===== src/rtl/util_io_pkg.sv =====
// Shared constants and helpers for the GPIO receive path.
package util_io_pkg;

    // Legal synchronizer depth range.
    localparam int unsigned SYNC_STAGES_MIN = 2;
    localparam int unsigned SYNC_STAGES_MAX = 4;

    // irq_edge encoding.
    localparam logic EDGE_FALL = 1'b0;
    localparam logic EDGE_RISE = 1'b1;

    // Ceiling log2; clog2(0) and clog2(1) return 0.
    function automatic int unsigned clog2(input int unsigned value);
        int unsigned v;
        int unsigned r;
        r = 0;
        if (value > 1) begin
            v = value - 1;
            while (v > 0) begin
                r = r + 1;
                v = v >> 1;
            end
        end
        return r;
    endfunction

endpackage


===== src/rtl/util_io_debounce.sv =====
// Single-bit pad synchronizer followed by a debounce counter.
// stable_next_o exposes the next stable value so the parent can register
// edge pulses in the same cycle the stable value changes.
module util_io_debounce
    import util_io_pkg::*;
#(
    parameter int unsigned SYNC_STAGES     = 2,
    parameter int unsigned DEBOUNCE_CYCLES = 16
) (
    input  logic clk,
    input  logic rst,
    input  logic pad_i,
    input  logic bypass_i,
    output logic stable_o,
    output logic stable_next_o
);

    localparam int unsigned CNT_W = clog2(DEBOUNCE_CYCLES + 1);
    localparam logic [CNT_W-1:0] CNT_LAST = CNT_W'(DEBOUNCE_CYCLES - 1);

    logic [SYNC_STAGES-1:0] sync_q, sync_d;
    logic                   sync;
    logic                   stable_q, stable_d;
    logic [CNT_W-1:0]       cnt_q, cnt_d;

    // Pure shift chain: nothing but wires between synchronizer stages.
    always_comb begin
        sync_d = {sync_q[SYNC_STAGES-2:0], pad_i};
        sync   = sync_q[SYNC_STAGES-1];
    end

    // Accept a new level only after DEBOUNCE_CYCLES consecutive differing samples.
    always_comb begin
        stable_d = stable_q;
        cnt_d    = '0;
        if (bypass_i) begin
            stable_d = sync;
        end else if (sync != stable_q) begin
            if (cnt_q == CNT_LAST) begin
                stable_d = sync;
            end else begin
                cnt_d = cnt_q + CNT_W'(1);
            end
        end
    end

    // Synchronizer, stable level and counter registers.
    always_ff @(posedge clk) begin
        if (rst) begin
            sync_q   <= '0;
            stable_q <= 1'b0;
            cnt_q    <= '0;
        end else begin
            sync_q   <= sync_d;
            stable_q <= stable_d;
            cnt_q    <= cnt_d;
        end
    end

    assign stable_o      = stable_q;
    assign stable_next_o = stable_d;

endmodule


===== src/rtl/util_io_recv.sv =====
// GPIO receive conditioner: per-bit sync + debounce, edge pulses, sticky
// maskable edge flags and a registered interrupt.
// Optional macro UTIL_IO_RECV_BYPASS_EN adds a per-bit debounce_bypass input.
module util_io_recv
    import util_io_pkg::*;
#(
    parameter int unsigned PORT_WIDTH      = 1,
    parameter int unsigned SYNC_STAGES     = 2,
    parameter int unsigned DEBOUNCE_CYCLES = 16
) (
    input  logic                  clk,
    input  logic                  rst,
    input  logic [PORT_WIDTH-1:0] gpio_i,
`ifdef UTIL_IO_RECV_BYPASS_EN
    input  logic [PORT_WIDTH-1:0] debounce_bypass,
`endif
    output logic [PORT_WIDTH-1:0] s_gpio_i,
    output logic [PORT_WIDTH-1:0] rise_o,
    output logic [PORT_WIDTH-1:0] fall_o,
    input  logic [PORT_WIDTH-1:0] irq_en,
    input  logic [PORT_WIDTH-1:0] irq_edge,
    input  logic [PORT_WIDTH-1:0] irq_clr,
    output logic [PORT_WIDTH-1:0] irq_flag,
    output logic                  irq_o
);

    if (SYNC_STAGES < SYNC_STAGES_MIN || SYNC_STAGES > SYNC_STAGES_MAX) begin : g_bad_sync
        $error("util_io_recv: SYNC_STAGES out of range");
    end
    if (DEBOUNCE_CYCLES < 1) begin : g_bad_deb
        $error("util_io_recv: DEBOUNCE_CYCLES must be at least 1");
    end
    if (PORT_WIDTH < 1) begin : g_bad_width
        $error("util_io_recv: PORT_WIDTH must be at least 1");
    end

    logic [PORT_WIDTH-1:0] bypass;
    logic [PORT_WIDTH-1:0] stable, stable_next;
    logic [PORT_WIDTH-1:0] rise_q, rise_d, fall_q, fall_d;
    logic [PORT_WIDTH-1:0] flag_q, flag_d, flag_set;
    logic                  irq_q, irq_d;

`ifdef UTIL_IO_RECV_BYPASS_EN
    assign bypass = debounce_bypass;
`else
    assign bypass = '0;
`endif

    for (genvar b = 0; b < PORT_WIDTH; b++) begin : g_bit
        util_io_debounce #(
            .SYNC_STAGES     (SYNC_STAGES),
            .DEBOUNCE_CYCLES (DEBOUNCE_CYCLES)
        ) u_debounce (
            .clk           (clk),
            .rst           (rst),
            .pad_i         (gpio_i[b]),
            .bypass_i      (bypass[b]),
            .stable_o      (stable[b]),
            .stable_next_o (stable_next[b])
        );
    end

    // Edge detect on the next stable value; set beats clear on the sticky flags.
    always_comb begin
        rise_d   = stable_next & ~stable;
        fall_d   = ~stable_next & stable;
        flag_set = '0;
        for (int b = 0; b < PORT_WIDTH; b++) begin
            flag_set[b] = (irq_edge[b] == EDGE_RISE) ? rise_d[b] : fall_d[b];
        end
        flag_d = (flag_q & ~irq_clr) | flag_set;
        irq_d  = |(flag_q & irq_en);
    end

    // Edge, flag and interrupt registers.
    always_ff @(posedge clk) begin
        if (rst) begin
            rise_q <= '0;
            fall_q <= '0;
            flag_q <= '0;
            irq_q  <= 1'b0;
        end else begin
            rise_q <= rise_d;
            fall_q <= fall_d;
            flag_q <= flag_d;
            irq_q  <= irq_d;
        end
    end

    assign s_gpio_i = stable;
    assign rise_o   = rise_q;
    assign fall_o   = fall_q;
    assign irq_flag = flag_q;
    assign irq_o    = irq_q;

endmodule


===== config.mk =====
export PLATFORM = sky130hd
export DESIGN_NAME = util_io_recv
export DESIGN_NICKNAME = d
export VERILOG_FILES = /design/src/rtl/util_io_pkg.sv /design/src/rtl/util_io_debounce.sv /design/src/rtl/util_io_recv.sv
export SDC_FILE = /design/constraint.sdc
export NUM_CORES = 1
export LEC_CHECK = 0
export ABC_AREA = 1
export BUFFER_PORTS_ARGS = -buffer_cell sky130_fd_sc_hd__buf_2
export CELL_PAD_IN_SITES_DETAIL_PLACEMENT = 0
export CELL_PAD_IN_SITES_GLOBAL_PLACEMENT = 2
export CORE_MARGIN = 3
export CORE_UTILIZATION = 28
export DETAILED_ROUTE_END_ITERATION = 8
export HOLD_SLACK_MARGIN = 0.05
export PLACE_DENSITY_LB_ADDON = 0.1
export SLEW_MARGIN = 20
export SYNTH_ARGS = -nofsm -noshare
export SYNTH_HDL_FRONTEND = slang
export SYNTH_SLANG_ARGS = --single-unit

===== constraint.sdc =====
create_clock -name clk -period 1.6 [get_ports clk]
set_input_delay 0.16 -clock clk [delete_from_list [all_inputs] [get_ports clk]]
set_output_delay 0.16 -clock clk [all_outputs]
set_load 0.005 [all_outputs]

==> results of run 1 <==
==> worst max path at each step <==
stage / slack [ns] / start / end / cells past startpoint
after global routing: 0.002 / g_bit[0].u_debounce.cnt_q[0] / irq_flag / 9
after CTS: 0.11 / g_bit[0].u_debounce.cnt_q[0] / irq_flag / 9
after floorplan: 0.28 / g_bit[0].u_debounce.cnt_q[0] / irq_flag / 9
after detailed placement: 0.13 / g_bit[0].u_debounce.cnt_q[0] / irq_flag / 9
final: 0.13 / g_bit[0].u_debounce.cnt_q[0] / irq_flag / 9
after global placement: 0.15 / g_bit[0].u_debounce.cnt_q[0] / irq_flag / 9
==> cells in the mapped netlist <==
cell type   n  share of area
a21oi_1     1          0.010
nand3b_1    1          0.015
ha_1        2          0.051
nand2_1     6          0.046
nand3_1     4          0.041
nand2_2     2          0.026
inv_1       9          0.069
buf_6       1          0.023
a21oi_2     1          0.018
nor3_2      2          0.041
nand4_1     1          0.013
nand3_2     1          0.020
nor4_1      1          0.013
nor2_4      1          0.023
inv_2       2          0.015
dfxtp_1    12           0.49
nor2_1     11          0.084
==> final cells by class <==
cell class	instances	area share
Clock buffer	4	0.0621
Inverter	11	0.0707
Multi-Input combinational cell	34	0.336
Sequential cell	12	0.411
Tap cell	16	0.0343
Timing Repair Buffer	10	0.0857
==> through the flow <==
stage	area (um2)	hold WS [ns]
after floorplan	489	0.267
after global placement	548	0.374
after detailed placement	548	0.374
after CTS	584	0.0922
after global routing	584	0.0992
final	584	0.0952
==> power by group <==
part | leakage [nW] | internal (mW) | switching [mW]
Clock | 0.0210 | 0.138 | 0.0976
Combinational | 0.150 | 0.00826 | 0.0110
Sequential | 0.0971 | 0.301 | 0.00215
Total | 0.268 | 0.448 | 0.111
==> cell families after synthesis <==
kind of cell	after synthesis	share of synthesized area
AND/OR/NAND/NOR	30	0.322
buffers and inverters	12	0.107
flip-flops	12	0.491
adder cells (fa/ha/maj)	2	0.0511
AO/OA/AOI/OAI	2	0.0281
==> worst max-delay path, cell delays in order, from the launching register on <==
cell	delay, ns
dfxtp_1	0.37
ha_1	0.18
nand2_1	0.07
nor2_1	0.11
ha_1	0.24
inv_1	0.10
nand2_1	0.10
nand2_2	0.07
nand3_1	0.07
nand3_1	0.06
==> sequential cells by signal, summed over array words and instances (netlist names) <==
| signal | count |
|---|---|
| g_bit.u_debounce.sync_q | 2 |
| irq_flag | 1 |
| rise_o | 1 |
| g_bit.u_debounce.cnt_q | 5 |
| irq_o | 1 |
| g_bit.u_debounce.stable_o | 1 |
| fall_o | 1 |
==> per-layer routing <==
metal / global-route usage / part of all wire
met4: 0.0323 / 0
met2: 0.100 / 0.39
met5: 0 / 0
met1: 0.105 / 0.53
met3: 0.0451 / 0.072
==> out/qor.yml, run 1 <==
fin_util: 0.371
post_cts_buffers: 0
cp.required_ns: 1.76
antenna_found_initial: 0
cp.arrival_ns: 1.63
drc: 0
track_usage: 0.0781
synth.avg_cell_area_um2: 8.43
multi_input_area_um2: 196
core_um2: 1580
drt_iter0_drc: 6
diodes: 0
p_leak_nw: 0.268
grt_overflow: 0
path_clk_slew_ns: 0.08
relSlewSlack: 0.859
grt_pass1_wl_mm: 1.18
vdd_ir_drop_max_mv: 0.415
final_cells: 87
finalPower_uw: 558
setup_tns_ns: 0
ff2ff_path_depth: 9
tightestPinTransition_ns: 0.209
area_growth_pct: 19.4
finalSetupViolCount: 0
finalNetCount: 80
min_period_ns: 1.47
hold_end: "g_bit[0].u_debounce.sync_q[0]"
die-area_um2: 2280
firstDrtPassIters: 3
yosys_warnings: 0
layout-drive-gt1-share: 0.324
clk_latency_ns: 0.26
hold_class: "in2reg"
timing.final.max_slew_violations: 0
dp_slack_ns: 0.129
synthDistinctLibCells: 17
yosys_register_bits: 12
layout.cells.most_common: "dfxtp_1"
max-clock-path-buffers: 2
syn_nets: 66
gp_congestion: 0.630
cts_made_buffers: 3
grt_pass1_vias: 303
dp_cells: 83
period_share: 0.918
cts.sinks: 12
worstPathMaxFanout: 4
fp-row-count: 14
holdBufCountCts: 0
min_from: "gpio_i"
initial_core_util: 0.310
num_vias: 361
status: "finished, final reports clean"
worst-setup-path-type: "reg2reg"
viasPerCell: 4.15
fillers: 169
timing.critical_path.to_type: "flop"
pwr_density_cell_nw_per_um2: 956
cts_root_buf: "clkbuf_4"
drtAntennaViolNets: 0
rsz0062_at_grt: "no"
ys_seq_area_frac: 0.491
timing.final.ws_setup_ns: 0.132
pin_count: 11
fmax_mhz: 681
maxCapViolations: 0
reg2reg_to: "irq_flag"
r2r_slack_ns: 0.13
cp-start-kind: "flop"
dp_hpwl_um: 614
hold_depth: 3
die_h_um: 47.8
wl_um: 793
synthesis.area_um2: 489
io_buffers: 10
fin_skew_ns: 0.00175
cts_resized: 0
htreeDepth: 1
wl_per_cell_um: 9.11
finalHoldViolations: 0
syn_inst: 58
seq_area_um2: 240
grt_max_degree: 10
cts_tree: "yes"
final_cell_mix: "12 x dfxtp_1, 11 x nor2_1, 10 x buf_2, 9 x inv_1, 6 x nand2_1"
die_w_um: 47.8
r2r_start: "g_bit[0].u_debounce.cnt_q[0]"
(Power assumes the default switching activity.)
==> run 2: changes to the inputs <==
--- a/config.mk
+++ b/config.mk
@@ -10,7 +10,7 @@
 export CELL_PAD_IN_SITES_DETAIL_PLACEMENT = 0
 export CELL_PAD_IN_SITES_GLOBAL_PLACEMENT = 2
 export CORE_MARGIN = 3
-export CORE_UTILIZATION = 28
+export CORE_UTILIZATION = 25
 export DETAILED_ROUTE_END_ITERATION = 8
 export HOLD_SLACK_MARGIN = 0.05
 export PLACE_DENSITY_LB_ADDON = 0.1
==> constraint.sdc (replaced) <==
create_clock -name clk -period 1.3 [get_ports clk]
set_input_delay 0.13 -clock clk [delete_from_list [all_inputs] [get_ports clk]]
set_output_delay 0.13 -clock clk [all_outputs]
set_load 0.005 [all_outputs]
==> run 2 against run 1 <==
  * Routed wire length rose by 12%
  * Maximum frequency rose by 20%
  * Via count rose by 14%
  * Design area rose by 19%
  * Cell count rose by 15%
  * Non-clock buffer count rose by 5
  * Flip-flop and latch count did not move
  * Sequential share of layout area fell by 6.2 points
  * Die area rose by 10%
  * Critical path type unchanged
  * Largest power group unchanged
==> out/qor.yml, run 2 (same netlist as run 1, synthesis figures left out) <==
timing.final.ws_setup_ns: 0.0736  # -0.0582 ns
io_buffers: 10  # unchanged
grt_pass1_vias: 364  # +20%
core_um2: 1780  # +13%
pwr_density_cell_nw_per_um2: 887  # -7.3%
place_area_um2: 603  # +10%
wl_per_cell_um: 8.86  # -2.8%
holdBufCountCts: 0  # unchanged
reg.largest.list: "g_bit.u_debounce.cnt_q: 5 flops, g_bit.u_debounce.sync_q: 2 flops"
r2r_start: "g_bit[0].u_debounce.cnt_q[0]"
antenna_found_initial: 0  # unchanged
reg2reg_to: "irq_flag"
path_clk_slew_ns: 0.07  # about the same
fin_skew_ns: 0.00202  # +0.000264 ns
p_leak_nw: 0.314  # +17%
tightestPinTransition_ns: 0.276  # +0.0669 ns
gp_congestion: 0.700  # +11%
drtAntennaViolNets: 0  # unchanged
grt_overflow: 0  # unchanged
finalNetCount: 85  # +6.3%
wl_um: 886  # +12%
cts_root_buf: "clkbuf_4"
diodes: 0  # unchanged
drc: 0  # unchanged
fillers: 203  # +20%
dp_hpwl_um: 666  # +8.4%
relSlewSlack: 0.816  # -0.0436
cts.sinks: 12  # unchanged
pin_count: 11  # unchanged
cts_made_buffers: 3  # unchanged
fp-row-count: 15  # +1
die_w_um: 50.2  # +5.1%
finalSetupViolCount: 0  # unchanged
hold_depth: 3  # unchanged
dp_cells: 97  # +17%
final_cell_mix: "10 x nor2_1, 10 x dfxtp_1, 10 x buf_2, 8 x inv_1, 5 x buf_4"
track_usage: 0.0804  # +0.00228
holdWs_ns: 0.0635  # -0.0317 ns
htreeDepth: 1  # unchanged
worstPathMaxFanout: 3  # -1
clk_latency_ns: 0.26  # about the same
ff2ff_path_depth: 9  # unchanged
cp.required_ns: 1.46  # -0.30 ns
drt_iter0_drc: 5  # -1
area_growth_pct: 42.2
period_share: 0.943  # +0.0257
min_period_ns: 1.23  # -0.242 ns
hold_end: "g_bit[0].u_debounce.sync_q[0]"
maxCapViolations: 0  # unchanged
die_h_um: 50.2  # +5.1%
r2r_slack_ns: 0.07  # -0.06 ns
num_vias: 411  # +14%
min_from: "gpio_i"
multi_input_area_um2: 268  # +36%
seq_area_um2: 243  # +1.0%
layout-drive-gt1-share: 0.507  # +0.183
cts_tree: "yes"
status: "finished, final reports clean"
worst-setup-path-type: "reg2reg"
die-area_um2: 2520  # +10%
timing.final.max_slew_violations: 0  # unchanged
cp-start-kind: "flop"
grt_max_degree: 10  # unchanged
vdd_ir_drop_max_mv: 0.707  # +70%
timing.critical_path.to_type: "flop"
firstDrtPassIters: 4  # +1
dp_slack_ns: -0.0948  # -0.224 ns
final_area_um2: 696  # +19%
fin_util: 0.390  # +0.0195
max-clock-path-buffers: 2  # unchanged
final_cells: 100  # +15%
viasPerCell: 4.11  # -0.95%
cp.arrival_ns: 1.38  # -0.25 ns
hold_class: "in2reg"
initial_core_util: 0.274  # -0.0359
largest_reg_flops: 5  # unchanged
top_register: "g_bit.u_debounce.cnt_q"
fmax_mhz: 815  # +20%
finalHoldViolations: 0  # unchanged
grt_pass1_wl_mm: 1.49  # +26%
==> run 2: cell count changes in the layout (fill, tap and decap cells not counted), moves of 2 or more <==
cell / delta
buf_4: +5
dfxtp_1: -2
dfxtp_2: +2
ha_1: -2
ha_4: +2
nand2_1: -2
nand2_4: +2
nand3_1: -2
==> run 2: cell type report <==
type                       count  share of cell area
multi-input combinational     34               0.385
clock buffer                   3              0.0324
tap                           25              0.0450
inverter                      11              0.0629
timing repair buffer          15               0.126
sequential                    12               0.349
==> run 2: worst max-delay path by stage <==
stage / end / depth (start not counted) / slack [ns] / start
after global placement: irq_flag / 9 / -0.06 / g_bit[0].u_debounce.cnt_q[1]
after CTS: irq_flag / 9 / 0.009 / g_bit[0].u_debounce.cnt_q[1]
after global routing: irq_flag / 9 / -0.002 / g_bit[0].u_debounce.cnt_q[0]
after floorplan: irq_flag / 9 / 0.005 / g_bit[0].u_debounce.cnt_q[1]
final: irq_flag / 9 / 0.07 / g_bit[0].u_debounce.cnt_q[0]
after detailed placement: irq_flag / 9 / -0.09 / g_bit[0].u_debounce.cnt_q[1]
==> run 2: stage by stage <==
stage	power (mW)	TNS [ns]
finish	0.617	0
global route	0.646	-0.00222
CTS	0.632	0
detailed placement	0.408	-0.226
global placement	0.409	-0.159
floorplan	0.400	0
==> run 2: routing by layer <==
metal / vias to the layer above / wire length (um) / GRT usage
li1: 216 / - / -
met1: 180 / 394 / 0.0965
met2: 13 / 388 / 0.115
met3: 2 / 93 / 0.0593
met4: 0 / 9 / 0.0138
met5: - / 0 / 0
==> run 2: where the power goes <==
group / switching [mW] / internal, mW / total [mW] / leakage (nW)
clock: 0.107 / 0.107 / 0.214 / 0.0138
sequential: 0.00258 / 0.371 / 0.374 / 0.0981
combinational: 0.0165 / 0.0120 / 0.0284 / 0.202
total: 0.126 / 0.490 / 0.617 / 0.314
==> run 2: worst max-delay path, stage by stage, from the launching register on <==
cell,delay [ns]
dfxtp_2,0.35
ha_4,0.15
nand2_4,0.06
nor2_4,0.10
ha_4,0.18
inv_4,0.05
nand2_4,0.05
nand2_2,0.07
nand3_2,0.06
nand3_2,0.05
==> run 2: what timing repair did <==
item / 4_1_cts / 5_1_grt
pin swaps: 3 / 3
resized for setup: 7 / 8
setup buffers: 0 / 0
endpoints found under the setup margin: 4 / 8
==> run 3: changes to the inputs <==
--- a/config.mk
+++ b/config.mk
@@ -14,6 +14,7 @@
 export DETAILED_ROUTE_END_ITERATION = 8
 export HOLD_SLACK_MARGIN = 0.05
 export PLACE_DENSITY_LB_ADDON = 0.1
+export REMOVE_ABC_BUFFERS = 1
 export SLEW_MARGIN = 20
 export SYNTH_ARGS = -nofsm -noshare
 export SYNTH_HDL_FRONTEND = slang
==> run 3 against run 2 <==
  * Cell count is 4.0% higher
  * Register-to-register slack hardly changed
  * Via count is 0.24% lower
  * Flip-flop and latch count unchanged
  * Design area up 2.2%
  * Critical endpoint unchanged
  * Largest power group unchanged
==> out/qor.yml, run 3 (same netlist as run 1, synthesis figures left out) <==
finalHoldViolations: 0  # unchanged
path_clk_slew_ns: 0.07  # about the same
die-area_um2: 2520  # unchanged
dp_cells: 97  # unchanged
max-clock-path-buffers: 2  # unchanged
top_register: "g_bit.u_debounce.cnt_q"
drtAntennaViolNets: 0  # unchanged
core_um2: 1780  # unchanged
grt_max_degree: 10  # unchanged
fmax_mhz: 819  # +0.50%
path_depth: 9  # unchanged
drt_iter0_drc: 1  # -4
place_area_um2: 597  # -1.0%
r2r_start: "g_bit[0].u_debounce.cnt_q[1]"
final_cell_mix: "10 x nor2_1, 10 x dfxtp_1, 10 x buf_2, 8 x inv_1, 7 x buf_4"
crit_family: "simple AND/OR/NAND/NOR gates"
viasPerCell: 3.94  # -4.1%
io_buffers: 10  # unchanged
grt_pass1_wl_mm: 1.57  # +5.1%
timing.final.max_slew_violations: 0  # unchanged
diodes: 0  # unchanged
final_cells: 104  # +4.0%
worstPathMaxFanout: 3  # unchanged
finalNetCount: 88  # +3.5%
layout-drive-gt1-share: 0.494  # -0.0130
drc: 0  # unchanged
initial_core_util: 0.274  # unchanged
worst-setup-path-type: "reg2reg"
crit_top_cell: "nand2_2"
maxCapViolations: 0  # unchanged
wl_um: 912  # +2.9%
status: "finished, final reports clean"
finalPower_uw: 697  # +13%
dp_hpwl_um: 660  # -0.89%
relSlewSlack: 0.849  # +0.0329
cts.sinks: 12  # unchanged
cp.required_ns: 1.47  # about the same
p_leak_nw: 0.309  # -1.7%
hold_end: "irq_o"
htreeDepth: 1  # unchanged
holdWs_ns: 0.0725  # +0.00904 ns
antenna_found_initial: 0  # unchanged
cp.arrival_ns: 1.39  # about the same
gp_congestion: 0.709  # +1.4%
wl_per_cell_um: 8.77  # -1.0%
cp-start-kind: "flop"
firstDrtPassIters: 2  # -2
num_vias: 410  # -0.24%
grt_overflow: 0  # unchanged
grt_pass1_vias: 388  # +6.6%
track_usage: 0.0847  # +0.00431
die_w_um: 50.2  # unchanged
ff2ff_path_depth: 9  # unchanged
r2r_slack_ns: 0.08  # about the same
cts_tree: "yes"
tightestPinTransition_ns: 0.227  # -0.0492 ns
min_period_ns: 1.22  # -0.00606 ns
crit_slowest_cell: "dfxtp_2"
reg2reg_to: "irq_flag"
area_growth_pct: 45.3
fp-row-count: 15  # unchanged
reg.largest.list: "g_bit.u_debounce.cnt_q: 5 flops, g_bit.u_debounce.sync_q: 2 flops"
cpPeakStageDelay_ns: 0.36  # about the same
pwr_density_cell_nw_per_um2: 981  # +11%
crit_buf_inv: 1  # unchanged
cts_made_buffers: 3  # unchanged
pin_count: 11  # unchanged
final_area_um2: 711  # +2.2%
period_share: 0.939  # -0.00467
path_cells: "ha_4 > nand2_2 > nor2_4 > ha_4 > inv_2 > nand2_2 > nand2_2 > nand3_2 > nand3_1"
hold_class: "in2reg"
cts_root_buf: "clkbuf_4"
finalSetupViolCount: 0  # unchanged
die_h_um: 50.2  # unchanged
fillers: 195  # -3.9%
vdd_ir_drop_max_mv: 0.605  # -15%
largest_reg_flops: 5  # unchanged
min_from: "irq_en"
hold_depth: 3  # unchanged
clk_latency_ns: 0.27  # about the same
timing.critical_path.to_type: "flop"
fin_skew_ns: 0.000987  # -0.00103 ns
==> run 3: cell type report <==
class                   instances  area [um2]  share of cell area
clock buffers                   4        36.3              0.0511
inverters                      11        41.3              0.0581
multi-input cells              34         246               0.347
flip-flops and latches         12         243               0.342
well taps                      25        31.3              0.0440
repair buffers                 18         113               0.158
==> run 3: what timing repair did <==
item                                   in CTS  in global routing
cloned                                      0                  0
endpoints found under the hold margin       1                  0
setup endpoints to repair                   9                  9
gates resized for setup                     9                  4
buffers inserted                            2                  0
hold buffers                                1                  0
pin swaps                                   5                  3
==> run 3: power breakdown <==
part           leakage, nW  switching, mW  internal (mW)
clock network       0.0210          0.123          0.170
registers           0.0981        0.00260          0.371
logic                0.189         0.0162         0.0141
==> run 3: per-layer routing <==
metal  track usage  wire length (um)  vias to the layer above
li1              -                 -                      223
met1        0.0927               403                      176
met2         0.130               430                       11
met5             0                 0                        -
met3        0.0653                78                        0
met4        0.0138                 0                        0
==> run 3: how the worst max path moves through the flow <==
| stage | end | slack (ns) | start |
|---|---|---|---|
| 6_report | irq_flag | 0.08 | g_bit[0].u_debounce.cnt_q[1] |
| 5_1_grt | irq_flag | -0.008 | g_bit[0].u_debounce.cnt_q[1] |
| 4_1_cts | irq_flag | -0.01 | g_bit[0].u_debounce.cnt_q[1] |
| 3_5_place_dp | irq_flag | -0.11 | g_bit[0].u_debounce.cnt_q[1] |
| 3_3_place_gp | irq_flag | -0.11 | g_bit[0].u_debounce.cnt_q[1] |
| 2_1_floorplan | irq_flag | -0.02 | g_bit[0].u_debounce.cnt_q[0] |
==> run 3: tightest hold or removal path, delay by kind of cell <==
kind | cells | cell delay, ns
buffers and inverters | 1 | 0.09
and+or+nand+nor | 2 | 0.08
==> run 3: through the flow <==
stage	util	worst slack, ns	setup TNS, ns
after floorplan	-	-0.0208	-0.0208
after global placement	0.335	-0.112	-0.252
after detailed placement	0.335	-0.110	-0.302
after CTS	0.385	-0.0118	-0.0118
after global routing	0.399	-0.00782	-0.00782
final	0.399	0.0797	0
